===== config.mk =====
export PLATFORM = sky130hd
export DESIGN_NAME = fetch_stage
export DESIGN_NICKNAME = d
export VERILOG_FILES = /design/src/rtl/fetch_stage.sv
export SDC_FILE = /design/constraint.sdc
export NUM_CORES = 1
export LEC_CHECK = 0
export ABC_AREA = 1
export BUFFER_PORTS_ARGS = -buffer_cell sky130_fd_sc_hd__buf_4
export CORE_ASPECT_RATIO = 0.8
export CORE_MARGIN = 1
export CORE_UTILIZATION = 50
export DETAILED_ROUTE_END_ITERATION = 16
export PLACE_DENSITY = 0.75
export SYNTH_ARGS = -nofsm -noshare
export SYNTH_HDL_FRONTEND = slang
export SYNTH_SLANG_ARGS = --single-unit

===== constraint.sdc =====
create_clock -name clk -period 7.4 [get_ports clk]
set_clock_uncertainty 0.05 [all_clocks]
set_input_delay 0.37 -clock clk [delete_from_list [all_inputs] [get_ports clk]]
set_output_delay 0.37 -clock clk [all_outputs]
set_load 0.05 [all_outputs]

===== src/rtl/fetch_stage.sv =====
// rtl/fetch_stage.sv - instruction fetch stage with single outstanding request and IF/ID register
module fetch_stage #(
    parameter logic [31:0] RESET_PC = 32'h0000_0000
) (
    input  logic        clk,
    input  logic        rst,
    input  logic        stall,
    input  logic        redirect_valid,
    input  logic [31:0] redirect_pc,
    output logic        imem_req,
    output logic [31:0] imem_addr,
    input  logic        imem_ready,
    input  logic        imem_rvalid,
    input  logic [31:0] imem_rdata,
    output logic        ifid_valid,
    output logic [31:0] ifid_pc,
    output logic [31:0] ifid_instr
);

    localparam logic [31:0] NOP = 32'h0000_0013;

    typedef enum logic [1:0] {
        S_REQ  = 2'd0,
        S_WAIT = 2'd1,
        S_HOLD = 2'd2
    } state_t;

    state_t      state;
    logic [31:0] fetch_pc;
    logic [31:0] req_pc;
    logic        drop;
    logic [31:0] buffer;

    // Request lines follow the state register directly so the address is valid in the same cycle.
    assign imem_req  = (state == S_REQ);
    assign imem_addr = fetch_pc;

    always_ff @(posedge clk or posedge rst) begin
        if (rst) begin
            state      <= S_REQ;
            fetch_pc   <= RESET_PC;
            req_pc     <= 32'h0;
            drop       <= 1'b0;
            buffer     <= 32'h0;
            ifid_valid <= 1'b0;
            ifid_pc    <= 32'h0;
            ifid_instr <= NOP;
        end else if (redirect_valid) begin
            fetch_pc   <= {redirect_pc[31:2], 2'b00};
            ifid_valid <= 1'b0;
            case (state)
                S_REQ: begin
                    if (imem_ready) begin
                        drop  <= 1'b1;
                        state <= S_WAIT;
                    end
                end
                S_WAIT: begin
                    if (imem_rvalid) begin
                        drop  <= 1'b0;
                        state <= S_REQ;
                    end else begin
                        drop <= 1'b1;
                    end
                end
                default: state <= S_REQ;
            endcase
        end else begin
            // Bubble by default; a load below overrides it on the same edge.
            if (!stall) begin
                ifid_valid <= 1'b0;
            end
            case (state)
                S_REQ: begin
                    if (imem_ready) begin
                        req_pc   <= fetch_pc;
                        fetch_pc <= fetch_pc + 32'd4;
                        state    <= S_WAIT;
                    end
                end
                S_WAIT: begin
                    if (imem_rvalid) begin
                        if (drop) begin
                            drop  <= 1'b0;
                            state <= S_REQ;
                        end else if (!stall) begin
                            ifid_valid <= 1'b1;
                            ifid_pc    <= req_pc;
                            ifid_instr <= imem_rdata;
                            state      <= S_REQ;
                        end else begin
                            buffer <= imem_rdata;
                            state  <= S_HOLD;
                        end
                    end
                end
                default: begin
                    if (!stall) begin
                        ifid_valid <= 1'b1;
                        ifid_pc    <= req_pc;
                        ifid_instr <= buffer;
                        state      <= S_REQ;
                    end
                end
            endcase
        end
    end

endmodule


==> results.yml <==
sta:
  hold_viol: 0
  clock.fmax_mhz: 330
  min_period_ps: 3030
  worst_pin_slew_ps: 1070
  slew_violations: 0
  finalCritPeriodShare: 0.410
  fin_setup_tns_ps: 0
  slew_headroom: 0.283
  setup_viol: 0
  hold_slack_ps: 64.2
  rsz0062_at_grt: "false"
place:
  portBuffers: 161
  dpl.hpwl_um: 12300
  routabilityCongestion: 0.864
global_route:
  use_met2: 0.368
  grt_most_used_layer: "met2"
  grt_use_total: 0.251
  use_met1: 0.368
  antenna_found_initial: 0
  grt_max_degree: 99
  grt_pass1_wl_um: 30500
  grt-ovfl-total: 0
  grt_use_met3: 0.0648
  grt_pass1_vias: 6049
finish:
  nets: 1158
  antennaDiodeCount: 0
  syn2layout_area_growth_pct: 23.6
  layout-drive-gt1-share: 0.195
  fillers: 1274
  fin_util: 0.638
  multiInputGateArea_sq_um: 2810
  seqCellArea_sq_um: 3960
clock_network:
  cts-resized-gates: 0
  clk_latency_ps: 420
  htreeDepth: 4
  cts_max_path_buffers: 2
  cts-buffers-inserted: 17
  cts-root-buf: "clkbuf_16"
  cts_tree: "built"
  postCtsSetupRepairBufs: 0
  ctsHoldBuffers: 0
  cts.clk_slew.worst_paths_ps: 60
  cts.sinks: 158
synth:
  yosys.area.top_type: "dfrtp_1"
  syn_avg_cell_area_sq_um: 7.80
  synth_seq_cells: 158
  synth.most_common_cell: "nand2_1"
  synth_top_cells_by_count: "nand2_1 (319), dfrtp_1 (155), nor2_1 (107), inv_1 (95), o21ai_0 (65)"
  synth_area_leaders: "dfrtp_1 (52%), nand2_1 (16%), nor2_1 (5.4%), inv_1 (4.8%), o21ai_0 (4.4%)"
  async_flop_share: 1.00
  synthesis.area_sq_um: 7400
  synth_seq_area_share: 0.535
  synth_cells: 949
  yosysWarnings: 0
  synthFlopType: "dfrtp_1"
  synth_edf_count: 0
  yosysUniqueCellTypes: 30
  synth_top_area_share: 0.524
drt:
  detail_route.iter0.violations: 427
  route.detailed.drc: 0
  via_count: 6557
  routedWlPerCell_um: 14.1
  ant_nets: 0
  viasPerCell: 5.11
  wirelength_um: 18100
  first_pass_iters: 5
job:
  cap_violations: 0
die:
  num_io_pins: 168
  fp-row-count: 39
  core_area_sq_um: 14300
  start_util: 0.516
  die_height_um: 111
  die-area_sq_um: 15300
  die_w_um: 138
power:
  ir_drop_uv: 337
  leakage_uw: 0.00459
  p_per_area_nw_per_um2: 402
setup_path:
  critPathMaxFanout: 68
  worstPathRequired_ps: 7590
  cp_data_arrival_time_ps: 3220
  crit_path_end_kind: "flop"
  start_kind: "flop"
  critical_path_class: "reg -> reg"
status:
  status: "complete, no violations"
hold_path:
  worstHoldPathType: "in -> async"
power by group:
group	internal [uW]	total [uW]	leakage [uW]	switching, uW
logic	448	1510	0.00239	1070
clock network	439	790	0.000257	351
registers	1170	1370	0.00193	198
layer usage:
layer | vias up | part of all wire
met2 | 202 | 0.44
met1 | 3065 | 0.48
met3 | 20 | 0.064
met5 | - | 0
li1 | 3270 | -
met4 | 0 | 0.013
layout make-up:
| cell class | count | area share |
|---|---|---|
| Inverter | 101 | 0.0420 |
| Multi-Input combinational cell | 645 | 0.307 |
| Tap cell | 184 | 0.0252 |
| Sequential cell | 158 | 0.433 |
| Clock buffer | 20 | 0.0488 |
| Clock inverter | 12 | 0.00944 |
| Timing Repair Buffer | 164 | 0.135 |
worst max-delay path, cell delays in order, from the launching register on:
cell and delay, ps:
dfrtp_1 430, nor2_4 110, buf_4 350, o21ai_1 140
nand2_2 690, inv_2 680, nor2_1 290, a31oi_1 70
state kept, by name (all words and copies together) (netlist names):
register,cells
req_pc,30
state,2
ifid_instr,32
buffer,32
ifid_pc,30
ifid_valid,1
drop,1
imem_addr,30
per-stage QoR:
step	worst slack, ps	std cells	total power, uW	instance area [sq um]
4_1_cts	4330	1284	3700	9150
3_5_place_dp	4340	1252	2900	8610
2_1_floorplan	2720	952	2420	7410
3_3_place_gp	4380	1252	2870	8610
5_1_grt	3980	1284	3880	9150
6_report	4370	1284	3680	9150
cell families after synthesis:
kind of cell | synth area share
compound gates | 0.121
flops | 0.535
fa+ha+maj | 0.00169
other cells | 0.000507
buf+inv | 0.0875
simple gates | 0.253
xor+xnor | 0.00118
final timing paths:
path	startpoint	to	slack [ps]	cells after the start
worst max register to register	state[1]$_DFFE_PP0P_	ifid_instr[21]$_DFFE_PP0P_	4370	7
worst min register to register	req_pc[27]$_DFFE_PP0P_	ifid_pc[27]$_DFFE_PP0P_	420	2
max in group asynchronous	rst	ifid_instr[26]$_DFFE_PP0P_	5900	3
worst min-delay path	rst	ifid_instr[6]$_DFFE_PP0P_	60	2
worst max-delay path	state[1]$_DFFE_PP0P_	ifid_instr[21]$_DFFE_PP0P_	4370	7
min in group clk	redirect_pc[5]	imem_addr[5]$_DFFE_PP0P_	130	3
cell usage in the layout (no fill, tap or decap), types with 2 or more instances in the layout:
master / n
o21ai_1: 36
inv_6: 4
inv_1: 94
o21ai_0: 65
nand3_1: 32
clkinv_2: 4
a22oi_1: 3
clkbuf_16: 17
a21oi_1: 17
nor2_2: 4
inv_2: 6
o211ai_1: 7
clkinvlp_4: 3
conb_1: 4
nand2_2: 3
clkbuf_1: 2
a31oi_1: 35
nor2_1: 107
dfstp_2: 3
nand4_1: 4
clkinv_4: 2
nand2_1: 318
buf_4: 164
dfrtp_1: 155
nor2_4: 3
(Power assumes the default switching activity.)
